===== src/rtl/exec_pkg.sv =====
// Shared types, constants and decode helper for the execute-stage scheduler.
// The build may predefine the `WORD_SIZE, `OPCODE_ALU and `MUL_FUNCT7 macros.
`ifndef WORD_SIZE
`define WORD_SIZE 32
`endif
`ifndef OPCODE_ALU
`define OPCODE_ALU 7'h33
`endif
`ifndef MUL_FUNCT7
`define MUL_FUNCT7 7'h01
`endif

package exec_pkg;
  localparam int         WORD_SIZE_DEF   = `WORD_SIZE;
  localparam int         REG_W_DEF       = 5;
  localparam int         MAX_MUL_LATENCY = 8;
  localparam logic [6:0] OPCODE_ALU      = `OPCODE_ALU;
  localparam logic [6:0] MUL_FUNCT7      = `MUL_FUNCT7;

  typedef enum logic [1:0] {
    IDLE     = 2'd0,
    MUL_BUSY = 2'd1,
    WB_HOLD  = 2'd2
  } state_t;

  typedef struct packed {
    logic                     valid;
    logic [REG_W_DEF-1:0]     rd;
    logic [WORD_SIZE_DEF-1:0] data;
    logic                     zero;
    logic [WORD_SIZE_DEF-1:0] exc;
  } stage_t;

  function automatic logic is_mul(input logic [6:0] opcode, input logic [6:0] funct7);
    return (opcode == OPCODE_ALU) && (funct7 == MUL_FUNCT7);
  endfunction
endpackage


===== src/rtl/exec_scheduler_if.sv =====
// Issue and writeback handshake bundle of the execute stage.
// master = decode/writeback side, slave = exec_scheduler.
interface exec_scheduler_if
  import exec_pkg::*;
#(
  parameter int WORD_SIZE = WORD_SIZE_DEF,
  parameter int REG_W     = REG_W_DEF
);
  logic                 in_valid;
  logic                 in_ready;
  logic [6:0]           in_opcode;
  logic [6:0]           in_funct7;
  logic [2:0]           in_funct3;
  logic [WORD_SIZE-1:0] in_op1;
  logic [WORD_SIZE-1:0] in_op2;
  logic [REG_W-1:0]     in_rd;

  logic                 wb_valid;
  logic                 wb_ready;
  logic [REG_W-1:0]     wb_rd;
  logic [WORD_SIZE-1:0] wb_data;
  logic                 wb_zero;
  logic [WORD_SIZE-1:0] wb_exc;

  modport master (
    output in_valid, in_opcode, in_funct7, in_funct3, in_op1, in_op2, in_rd, wb_ready,
    input  in_ready, wb_valid, wb_rd, wb_data, wb_zero, wb_exc
  );

  modport slave (
    input  in_valid, in_opcode, in_funct7, in_funct3, in_op1, in_op2, in_rd, wb_ready,
    output in_ready, wb_valid, wb_rd, wb_data, wb_zero, wb_exc
  );
endinterface


===== src/rtl/mul_delay_pipe.sv =====
// Shift register of captured MUL results; en advances, clr kills every stage.
// busy_next predicts occupancy after the coming edge for the scheduler FSM.
module mul_delay_pipe
  import exec_pkg::*;
#(
  parameter int DEPTH = 4
) (
  input  logic   clk,
  input  logic   rst_n,
  input  logic   en,
  input  logic   clr,
  input  stage_t d,
  output stage_t q,
  output logic   busy,
  output logic   busy_next
);
  stage_t [DEPTH-1:0] stages;

  // NOTE: the stage array is small, so every field is reset, not just valid.
  always_ff @(posedge clk or negedge rst_n) begin
    if (!rst_n) begin
      stages <= '0;
    end else if (clr) begin
      for (int i = 0; i < DEPTH; i++) stages[i].valid <= 1'b0;
    end else if (en) begin
      stages[0] <= d;
      for (int i = 1; i < DEPTH; i++) stages[i] <= stages[i-1];
    end
  end

  // NOTE: outputs get a default before any conditional update, so no latch.
  always_comb begin
    busy      = 1'b0;
    busy_next = d.valid;
    for (int i = 0; i < DEPTH; i++)     busy      = busy | stages[i].valid;
    for (int i = 0; i < DEPTH - 1; i++) busy_next = busy_next | stages[i].valid;
    if (!en) busy_next = busy;
    if (clr) busy_next = 1'b0;
  end

  assign q = stages[DEPTH-1];
endmodule


===== src/rtl/exec_scheduler.sv =====
// Execute-stage scheduler: drives the shared ALU, delays MULs, completes in order.
// Define EXEC_SCHED_PERF_EN to add saturating stall/MUL/hold performance counters.
module exec_scheduler
  import exec_pkg::*;
#(
  parameter int WORD_SIZE   = WORD_SIZE_DEF,
  parameter int MUL_LATENCY = 5,
  parameter int REG_W       = REG_W_DEF
) (
  input  logic                 clk,
  input  logic                 rst_n,
  input  logic                 flush,
  exec_scheduler_if.slave      bus,
  output logic [6:0]           alu_opcode,
  output logic [6:0]           alu_funct7,
  output logic [2:0]           alu_funct3,
  output logic [WORD_SIZE-1:0] alu_in1,
  output logic [WORD_SIZE-1:0] alu_in2,
  input  logic [WORD_SIZE-1:0] alu_out,
  input  logic                 alu_zero,
  input  logic [WORD_SIZE-1:0] alu_exc
`ifdef EXEC_SCHED_PERF_EN
  ,
  output logic [31:0]          perf_stall_cycles,
  output logic [31:0]          perf_mul_count,
  output logic [31:0]          perf_hold_cycles
`endif
);
  // The wb register is the final MUL stage, so the pipe holds one stage fewer.
  localparam int PIPE_DEPTH = (MUL_LATENCY < 2)               ? 1 :
                              (MUL_LATENCY > MAX_MUL_LATENCY) ? MAX_MUL_LATENCY - 1 :
                                                                MUL_LATENCY - 1;

  state_t state;
  stage_t sample, pipe_d, pipe_q, wb_q;
  logic   advance, mul_op, in_ready_c, accept, mul_busy, mul_busy_next;

  assign alu_opcode = bus.in_opcode;
  assign alu_funct7 = bus.in_funct7;
  assign alu_funct3 = bus.in_funct3;
  assign alu_in1    = bus.in_op1;
  assign alu_in2    = bus.in_op2;

  assign advance    = !wb_q.valid || bus.wb_ready;
  assign mul_op     = is_mul(bus.in_opcode, bus.in_funct7);
  // A non-MUL waits for the pipe to drain so results never overtake a MUL.
  assign in_ready_c = advance && !flush && !(!mul_op && mul_busy);
  assign accept     = bus.in_valid && in_ready_c;

  always_comb begin
    sample.valid = 1'b1;
    sample.rd    = bus.in_rd;
    sample.data  = alu_out;
    sample.zero  = alu_zero;
    sample.exc   = alu_exc;
    pipe_d       = sample;
    pipe_d.valid = accept && mul_op;
  end

  mul_delay_pipe #(.DEPTH(PIPE_DEPTH)) u_mul_pipe (
    .clk       (clk),
    .rst_n     (rst_n),
    .en        (advance),
    .clr       (flush),
    .d         (pipe_d),
    .q         (pipe_q),
    .busy      (mul_busy),
    .busy_next (mul_busy_next)
  );

  always_ff @(posedge clk or negedge rst_n) begin
    if (!rst_n) begin
      wb_q  <= '0;
      state <= IDLE;
    end else if (flush) begin
      wb_q.valid <= 1'b0;
      state      <= IDLE;
    end else begin
      if (advance) begin
        if (pipe_q.valid)          wb_q       <= pipe_q;
        else if (accept && !mul_op) wb_q       <= sample;
        else                        wb_q.valid <= 1'b0;
      end
      if (!advance)           state <= WB_HOLD;
      else if (mul_busy_next) state <= MUL_BUSY;
      else                    state <= IDLE;
    end
  end

  assign bus.in_ready = in_ready_c;
  assign bus.wb_valid = wb_q.valid;
  assign bus.wb_rd    = wb_q.rd;
  assign bus.wb_data  = wb_q.data;
  assign bus.wb_zero  = wb_q.zero;
  assign bus.wb_exc   = wb_q.exc;

`ifdef EXEC_SCHED_PERF_EN
  function automatic logic [31:0] sat_inc(input logic [31:0] v);
    return (v == 32'hFFFF_FFFF) ? v : v + 32'd1;
  endfunction

  always_ff @(posedge clk or negedge rst_n) begin
    if (!rst_n) begin
      perf_stall_cycles <= '0;
      perf_mul_count    <= '0;
      perf_hold_cycles  <= '0;
    end else begin
      if (bus.in_valid && !in_ready_c) perf_stall_cycles <= sat_inc(perf_stall_cycles);
      if (accept && mul_op)            perf_mul_count    <= sat_inc(perf_mul_count);
      if (state == WB_HOLD)            perf_hold_cycles  <= sat_inc(perf_hold_cycles);
    end
  end
`endif
endmodule


===== src/flat_wrapper.sv =====
// flat-port wrapper written by rule: the top's interface ports become plain ports
module exec_scheduler_flat import exec_pkg::*;
#(
  parameter int WORD_SIZE   = WORD_SIZE_DEF,
  parameter int MUL_LATENCY = 5,
  parameter int REG_W       = REG_W_DEF
)
  (clk, rst_n, flush, alu_opcode, alu_funct7, alu_funct3, alu_in1, alu_in2, alu_out, alu_zero, alu_exc, bus_in_valid, bus_in_opcode, bus_in_funct7, bus_in_funct3, bus_in_op1, bus_in_op2, bus_in_rd, bus_wb_ready, bus_in_ready, bus_wb_valid, bus_wb_rd, bus_wb_data, bus_wb_zero, bus_wb_exc);
  exec_scheduler_if #(.WORD_SIZE(WORD_SIZE), .REG_W(REG_W)) bus_i ();
  input  logic clk;
  input  logic rst_n;
  input  logic flush;
  output logic [6:0] alu_opcode;
  output logic [6:0] alu_funct7;
  output logic [2:0] alu_funct3;
  output logic [WORD_SIZE-1:0] alu_in1;
  output logic [WORD_SIZE-1:0] alu_in2;
  input  logic [WORD_SIZE-1:0] alu_out;
  input  logic alu_zero;
  input  logic [WORD_SIZE-1:0] alu_exc;
  input wire logic [$bits(bus_i.in_valid)-1:0] bus_in_valid;
  input wire logic [$bits(bus_i.in_opcode)-1:0] bus_in_opcode;
  input wire logic [$bits(bus_i.in_funct7)-1:0] bus_in_funct7;
  input wire logic [$bits(bus_i.in_funct3)-1:0] bus_in_funct3;
  input wire logic [$bits(bus_i.in_op1)-1:0] bus_in_op1;
  input wire logic [$bits(bus_i.in_op2)-1:0] bus_in_op2;
  input wire logic [$bits(bus_i.in_rd)-1:0] bus_in_rd;
  input wire logic [$bits(bus_i.wb_ready)-1:0] bus_wb_ready;
  output wire logic [$bits(bus_i.in_ready)-1:0] bus_in_ready;
  output wire logic [$bits(bus_i.wb_valid)-1:0] bus_wb_valid;
  output wire logic [$bits(bus_i.wb_rd)-1:0] bus_wb_rd;
  output wire logic [$bits(bus_i.wb_data)-1:0] bus_wb_data;
  output wire logic [$bits(bus_i.wb_zero)-1:0] bus_wb_zero;
  output wire logic [$bits(bus_i.wb_exc)-1:0] bus_wb_exc;
  assign bus_i.in_valid = bus_in_valid;
  assign bus_i.in_opcode = bus_in_opcode;
  assign bus_i.in_funct7 = bus_in_funct7;
  assign bus_i.in_funct3 = bus_in_funct3;
  assign bus_i.in_op1 = bus_in_op1;
  assign bus_i.in_op2 = bus_in_op2;
  assign bus_i.in_rd = bus_in_rd;
  assign bus_i.wb_ready = bus_wb_ready;
  assign bus_in_ready = bus_i.in_ready;
  assign bus_wb_valid = bus_i.wb_valid;
  assign bus_wb_rd = bus_i.wb_rd;
  assign bus_wb_data = bus_i.wb_data;
  assign bus_wb_zero = bus_i.wb_zero;
  assign bus_wb_exc = bus_i.wb_exc;
  exec_scheduler #(.WORD_SIZE(WORD_SIZE), .MUL_LATENCY(MUL_LATENCY), .REG_W(REG_W)) u_core (.clk(clk), .rst_n(rst_n), .flush(flush), .bus(bus_i), .alu_opcode(alu_opcode), .alu_funct7(alu_funct7), .alu_funct3(alu_funct3), .alu_in1(alu_in1), .alu_in2(alu_in2), .alu_out(alu_out), .alu_zero(alu_zero), .alu_exc(alu_exc));
endmodule

===== config.mk =====
export PLATFORM = sky130hd
export DESIGN_NAME = exec_scheduler_flat
export DESIGN_NICKNAME = d
export VERILOG_FILES = /design/src/rtl/exec_pkg.sv /design/src/rtl/exec_scheduler_if.sv /design/src/rtl/mul_delay_pipe.sv /design/src/rtl/exec_scheduler.sv /design/src/flat_wrapper.sv
export SDC_FILE = /design/constraint.sdc
export NUM_CORES = 1
export LEC_CHECK = 0
export BUFFER_PORTS_ARGS = -buffer_cell sky130_fd_sc_hd__buf_2
export CORE_ASPECT_RATIO = 1.75
export CORE_MARGIN = 10
export CORE_UTILIZATION = 59
export CTS_CLUSTER_SIZE = 30
export DETAILED_ROUTE_END_ITERATION = 10
export PLACE_DENSITY = 0.94
export SLEW_MARGIN = 20
export SYNTH_ARGS = -nofsm -noshare
export SYNTH_HDL_FRONTEND = slang
export SYNTH_SLANG_ARGS = --single-unit

===== constraint.sdc =====
create_clock -name clk -period 5.5 [get_ports clk]
set_clock_uncertainty 0.1 [all_clocks]
set_input_delay 0.55 -clock clk [delete_from_list [all_inputs] [get_ports clk]]
set_output_delay 0.55 -clock clk [all_outputs]
set_load 0.01 [all_outputs]

==> metrics.csv, run 1 <==
metric,value,unit
status,finished clean,
maxCapViolCount,0,
hold_viol,0,
slew-limit-headroom,29.7,%
fp-row-count,77,
drt_wl_total,31.5,mm
gp_congestion,0.767,
area_growth,8.43,%
drive_above_1_share,23.9,%
cts_resized,0,
timing.final.max_slew_violations,0,
routed.top_layer,met5,
cts_tree,yes,
dr_wl_met3,1.59,mm
first_pass_iters,5,
finalWorstSetupSlack,2.45,ns
wl_met1,12.2,mm
clkTransAtPathRegs,0.07,ns
num_vias,10033,
grt_usage,19.0,%
hold_class,in2reg,
fp.dieArea,32900,um^2
clock_latency,0.55,ns
p_seq_share,52.1,%
drcViolationCount,0,
synth_cell_types,25,
wl_per_cell,16.4,um
yosysSeqAreaShare,58.3,%
start_kind,flop,
vdd_drop_max,0.308,mV
leakage,9.03,nW
finalNetCount,1732,
dr_wl_met2,16.1,mm
cts_root_buffer,clkbuf_16,
synth.net_count,1676,
switchingPower,1.65,mW
critPathMaxFanout,53,
tns,0,ns
clock-sinks,355,
max_freq,328,MHz
ioPinCount,309,
power_density,377,nW/um^2
grt_max_degree,261,
port-buffer-count,174,
dpl.hpwl,20.1,mm
postRouteAntennaNets,0,
ys_ff_latch,355,
arrival,2.40,ns
worst_slew_pin_slew,1.05,ns
syn_inst,1520,
antenna_found_initial,2,
grt_overflow,0,
rsz0062_at_grt,false,
clock_path_buffers,3,
power.internal,4.58,mW
whs,0.0968,ns
yosysWarnings,0,
crit_required,4.85,ns
setup_viol,0,
swShare,26.5,%
cp-end-kind,output port,
syn-cell-area,15200,um^2
fp.dieH,233,um
routed_via_density,5.23,
dieWidth,141,um
fin_crit,3.05,ns
comb_power_share,13.5,%
pre_cts_slack,2.57,ns
clkPwrFrac,34.4,%
grt_pass1_vias,10508,
grt_pass1_wl,52.2,mm
crit_type,reg2out,
core,25300,um^2
htreeDepth,1,
synth.avg_cell_area,10.0,um^2
initial_core_util,60.1,%
drt_iter0_drc,657,
cts_buffers,30,
timing.final.crit_share,55.5,%
worst max-delay path, stage by stage, from the launching register on:
cell     delay (ns)
dfrtp_1        0.34
nor2b_1        0.60
or2_4          0.62
a21oi_1        0.11
buf_2          0.18
placed cells by master, fill, tap and decap left out:
| cell type | count |
|---|---|
| nand2_1 | 842 |
| dfrtp_1 | 354 |
| buf_2 | 173 |
| mux2_2 | 70 |
| mux2_4 | 70 |
| clkbuf_16 | 31 |
| clkinv_2 | 10 |
| clkbuf_1 | 6 |
| clkbuf_8 | 5 |
| nor2_1 | 4 |
| buf_12 | 4 |
| a21oi_1 | 3 |
| mux2i_1 | 3 |
| buf_4 | 3 |
| nor2b_1 | 2 |
| and4bb_2 | 2 |
| bufinv_16 | 2 |
| clkinvlp_4 | 2 |
| diode_2 | 1 |
| nor4_4 | 1 |
| nand4_1 | 1 |
| or4_1 | 1 |
| or2_4 | 1 |
| nor2_4 | 1 |
| nor4b_4 | 1 |
| nor3b_1 | 1 |
| nand4_2 | 1 |
| o211ai_4 | 1 |
| or3b_2 | 1 |
| dlygate4sd3_1 | 1 |
| buf_8 | 1 |
| buf_16 | 1 |
| dfrtp_4 | 1 |
path summary, 6_finish.rpt:
kind	startpoint	to	slack, ns	cells after the start
setup / recovery	u_core.bus.wb_valid	bus_in_ready	2.45	4
hold / removal	alu_exc[27]	u_core.u_mul_pipe.stages[27]	0.1	3
setup reg to reg	u_core.bus.wb_valid	u_core.u_mul_pipe.stages[204]	2.78	5
hold reg to reg	u_core.u_mul_pipe.stages[7]	u_core.u_mul_pipe.stages[78]	0.36	2
max in group asynchronous	rst_n	u_core.u_mul_pipe.stages[204]	3.30	3
min in group asynchronous	rst_n	u_core.bus.wb_exc[24]	0.51	2
logic make-up (layout without fill, tap and decap cells):
group	Yosys count	count (layout)	share of synthesized area, %
AND/OR/NAND/NOR	859	859	21.7
flip-flops	355	355	58.3
buffers and inverters	159	239	7.46
multiplexers	143	143	12.3
AO/OA/AOI/OAI	4	4	0.238
other	0	1	0
flip-flops by register name, indices dropped and copies added (netlist names):
register / cells
u_core.bus.wb_data: 32
u_core.bus.wb_exc: 32
u_core.bus.wb_rd: 5
u_core.bus.wb_valid: 1
u_core.bus.wb_zero: 1
u_core.u_mul_pipe.q: 71
u_core.u_mul_pipe.stages: 213
cells in the mapped netlist:
cell type    n  area [um^2]
buf_6        6         67.6
and4bb_2     2         25.0
buf_8        7          105
o211ai_4     1         21.3
or2_2        1         6.26
clkbuf_1     4         15.0
nand4_1      1         6.26
nand4_2      1         12.5
nor4_4       1         21.3
buf_4       96          721
nand2_1    842         3160
mux2_2      70          788
dfrtp_1    355         8880
mux2i_1      3         30.0
buf_2       45          225
nor4b_4      1         23.8
a21oi_1      3         15.0
nor2_2       1         6.26
nor2b_1      2         12.5
or4_1        1         7.51
or3b_2       1         8.76
buf_1        1         3.75
mux2_4      70         1050
nor3b_1      1         7.51
nor2_1       4         15.0
metrics by stage:
step | utilization, % | cells | total power [mW] | instance area, um^2
after detailed placement | 61.1 | 1858 | 4.13 | 15500
after global routing | 65.2 | 1917 | 6.53 | 16500
after CTS | 65.1 | 1915 | 6.28 | 16500
after floorplan | - | 1520 | 3.85 | 15200
final | 65.2 | 1917 | 6.23 | 16500
after global placement | 61.1 | 1858 | 4.06 | 15500
cell type report:
type / count / area (um^2)
clock buffers: 42 / 867
diodes: 1 / 2.50
well taps: 316 / 395
fillers: 1821 / 8810
clock inverters: 14 / 125
flip-flops and latches: 355 / 8890
multi-input cells: 1006 / 5230
repair buffers: 183 / 1020
metal layers:
layer | global-route usage [%] | vias up
met5 | 0 | -
met4 | 10.9 | 2
met3 | 3.02 | 132
met2 | 31.9 | 265
met1 | 22.7 | 4897
li1 | - | 4737
repair_timing:
action	CTS	global route
hold buffers	1	0
endpoints found under the hold margin	16	0
setup buffers	0	0
power by group through the flow:
stage | Combinational, mW | Sequential, mW | Clock (mW)
after global placement | 0.801 | 3.25 | 0
after detailed placement | 0.853 | 3.28 | 0
after floorplan | 0.584 | 3.26 | 0
after global routing | 0.955 | 3.29 | 2.28
final | 0.841 | 3.24 | 2.14
after CTS | 0.861 | 3.24 | 2.18
No activity file was read; power rests on OpenSTA's default activity.
==> run 2, diff against run 1 <==
--- a/config.mk
+++ b/config.mk
@@ -8,10 +8,10 @@
 export BUFFER_PORTS_ARGS = -buffer_cell sky130_fd_sc_hd__buf_2
 export CORE_ASPECT_RATIO = 1.75
 export CORE_MARGIN = 10
-export CORE_UTILIZATION = 59
+export CORE_UTILIZATION = 50
 export CTS_CLUSTER_SIZE = 30
 export DETAILED_ROUTE_END_ITERATION = 10
-export PLACE_DENSITY = 0.94
+export PLACE_DENSITY = 0.86
 export SLEW_MARGIN = 20
 export SYNTH_ARGS = -nofsm -noshare
 export SYNTH_HDL_FRONTEND = slang
==> constraint.sdc (replaced) <==
create_clock -name clk -period 2.6 [get_ports clk]
set_clock_uncertainty 0.1 [all_clocks]
set_input_delay 0.26 -clock clk [delete_from_list [all_inputs] [get_ports clk]]
set_output_delay 0.26 -clock clk [all_outputs]
set_load 0.01 [all_outputs]
==> run 2 against run 1 <==
Effect of this change: setup slack lost 2.2 ns; clock power grew 120%; largest cell class unchanged; critical path depth shrank 1; highest routed layer is now met4.
==> metrics.csv, run 2 (same netlist as run 1, synthesis figures left out) <==
metric,value,unit,change
status,finished clean,,unchanged
final_common_cell,nand2_1,,unchanged
cts_tree,yes,,unchanged
comb_power_share,14.3,%,was 13.5%
power.internal,9.95,mW,was 4.58 mW
fin_crit,2.32,ns,
multi_input_area,5230,um^2,unchanged
htreeDepth,1,,unchanged
cp_cell_sequence,or4_1 > a21oi_1 > buf_2,,was nor2b_1 > or2_4 > a21oi_1 > buf_2
switchingPower,3.51,mW,was 1.65 mW
slowest_stage,or4_1,,was or2_4
clock-sinks,355,,unchanged
core,30100,um^2,was 25300 um^2
drcViolationCount,0,,unchanged
grt_pass1_wl,56.1,mm,was 52.2 mm
finalNetCount,1829,,was 1732
hold_class,in2reg,,unchanged
vdd_drop_max,0.710,mV,was 0.308 mV
initial_core_util,50.7,%,was 60.1%
power_density,765,nW/um^2,was 377 nW/um^2
max_stage_delay,0.53,ns,was 0.62 ns
largest_reg_flops,213,,unchanged
critPathBufInv,1,,unchanged
rrSetupSlack,0.59,ns,was 2.78 ns
crit_required,2.24,ns,was 4.85 ns
leakage,9.49,nW,was 9.03 nW
max_freq,431,MHz,
num_vias,10460,,was 10.0k
regMostFlops,u_core.u_mul_pipe.stages,,unchanged
rsz0062_at_grt,false,,unchanged
port-buffer-count,174,,unchanged
cts_buffers,30,,unchanged
worst_slew_pin_slew,0.657,ns,was 1.05 ns
pre_cts_slack,0.619,ns,was 2.57 ns
area_growth,15.5,%,was 8.43%
final_cell_mix,"nand2_1, dfrtp_1, buf_2",,unchanged
dpl.hpwl,21.6,mm,was 20.1 mm
finalWorstSetupSlack,0.279,ns,was 2.45 ns
first_pass_iters,5,,unchanged
hold_path_depth,5,,was 3
timing.final.crit_share,89.3,%,
ioPinCount,309,,unchanged
clkTransAtPathRegs,0.07,ns,about the same
final_cells,2083,,was 1917
whs,0.0450,ns,was 0.0968 ns
clock_latency,0.57,ns,was 0.55 ns
place_area,15900,um^2,was 15500 um^2
drt_iter0_drc,514,,was 657
hold_start,bus_wb_ready,,was alu_exc[27]
maxCapViolCount,0,,unchanged
wl_per_cell,15.9,um,was 16.4 um
final_util,58.6,%,was 65.2%
cts_resized,0,,unchanged
fp-row-count,84,,was 77
tns,0,ns,unchanged
grt_pass1_vias,11284,,was 10.5k
gp_congestion,0.759,,was 0.767
fin_area,17600,um^2,was 16500 um^2
grt_max_degree,137,,was 261
p_seq_share,51.0,%,was 52.1%
slew-limit-headroom,56.2,%,was 29.7%
dieWidth,152,um,was 141 um
arrival,1.96,ns,was 2.40 ns
critPathMaxFanout,5,,was 53
clock_path_buffers,3,,unchanged
swShare,26.0,%,was 26.5%
clkPwrFrac,34.7,%,was 34.4%
cp_top_family,simple AND/OR/NAND/NOR gates,,unchanged
nFillCells,2377,,was 1821
routed_via_density,5.02,,was 5.23
whs_endpoint,u_core.u_mul_pipe.stages[70],,was u_core.u_mul_pipe.stages[27]
post_cts_buffers,0,,unchanged
cts_root_buffer,clkbuf_16,,unchanged
antenna_found_initial,0,,was 2
fp.dieArea,38100,um^2,was 32900 um^2
r2r-start,u_core.bus.wb_valid,,unchanged
postRouteAntennaNets,0,,unchanged
worstReg2RegEnd,u_core.u_mul_pipe.q[65],,was u_core.u_mul_pipe.stages[204]
timing.final.max_slew_violations,0,,unchanged
fp.dieH,251,um,was 233 um
placed_cells,1955,,was 1858
cp-end-kind,output port,,unchanged
setup_viol,0,,unchanged
grt_usage,17.2,%,was 19.0%
drive_above_1_share,23.8,%,was 23.9%
drt_wl_total,33.2,mm,was 31.5 mm
seqCellArea,8890,um^2,unchanged
antenna_cells,0,,was 1
finalPower,13.5,mW,was 6.23 mW
start_kind,flop,,unchanged
crit_type,reg2out,,unchanged
reg2reg_depth,7,,was 5
grt_overflow,0,,unchanged
hold_viol,0,,unchanged
run 2: cell count changes in the layout (fill, tap and decap cells not counted), moves of 2 or more:
cell and delta:
clkbuf_8 +2, buf_12 +6, clkinvlp_4 -2, clkinv_2 -5, dlygate4sd3_1 +72, clkbuf_1 +3, buf_4 +20
run 2: how the worst max path moves through the flow:
stage | endpoint | cells past startpoint | start | slack [ns]
6_report | bus_in_ready | 3 | u_core.u_mul_pipe.q[70] | 0.28
5_1_grt | bus_in_ready | 3 | u_core.u_mul_pipe.q[70] | 0.21
4_1_cts | bus_in_ready | 3 | u_core.u_mul_pipe.q[70] | 0.24
3_5_place_dp | u_core.bus.wb_data[29] | 5 | u_core.u_mul_pipe.q[70] | 0.62
3_3_place_gp | u_core.bus.wb_data[28] | 5 | u_core.u_mul_pipe.q[70] | 0.62
2_1_floorplan | bus_in_ready | 7 | u_core.bus.wb_valid | 0.68
run 2: worst min-delay path, stage by stage:
cell and delay [ns]:
buf_2 0.07, nor2b_1 0.03, buf_4 0.16, nand2_1 0.07, a21oi_1 0.06
run 2: cell type report:
type                            count  area share [%]
Clock buffer                       47            5.15
Tap cell                          387            2.75
Multi-Input combinational cell   1006            29.7
Timing Repair Buffer              280            11.3
Sequential cell                   355            50.5
Clock inverter                      8           0.654
run 2: timing repair:
action | 4_1_cts | 5_1_grt
endpoints found under the setup margin | 0 | 0
endpoints found under the hold margin | 198 | 0
hold buffers | 73 | 0
run 2: power groups by stage:
stage	logic, mW	clock network, mW	registers, mW
after global placement	1.76	0	6.88
after CTS	1.96	4.76	6.85
after floorplan	1.24	0	6.90
after global routing	2.19	4.99	6.96
final	1.93	4.67	6.86
after detailed placement	1.86	0	6.93
run 2: metal layers:
| metal | share of wire (%) | wire, um | global-route usage (%) |
|---|---|---|---|
| met4 | 4.8 | 1610 | 9.25 |
| met3 | 3.8 | 1270 | 2.29 |
| met1 | 38 | 12700 | 19.2 |
| met5 | 0 | 0 | 0 |
| met2 | 53 | 17700 | 31.1 |
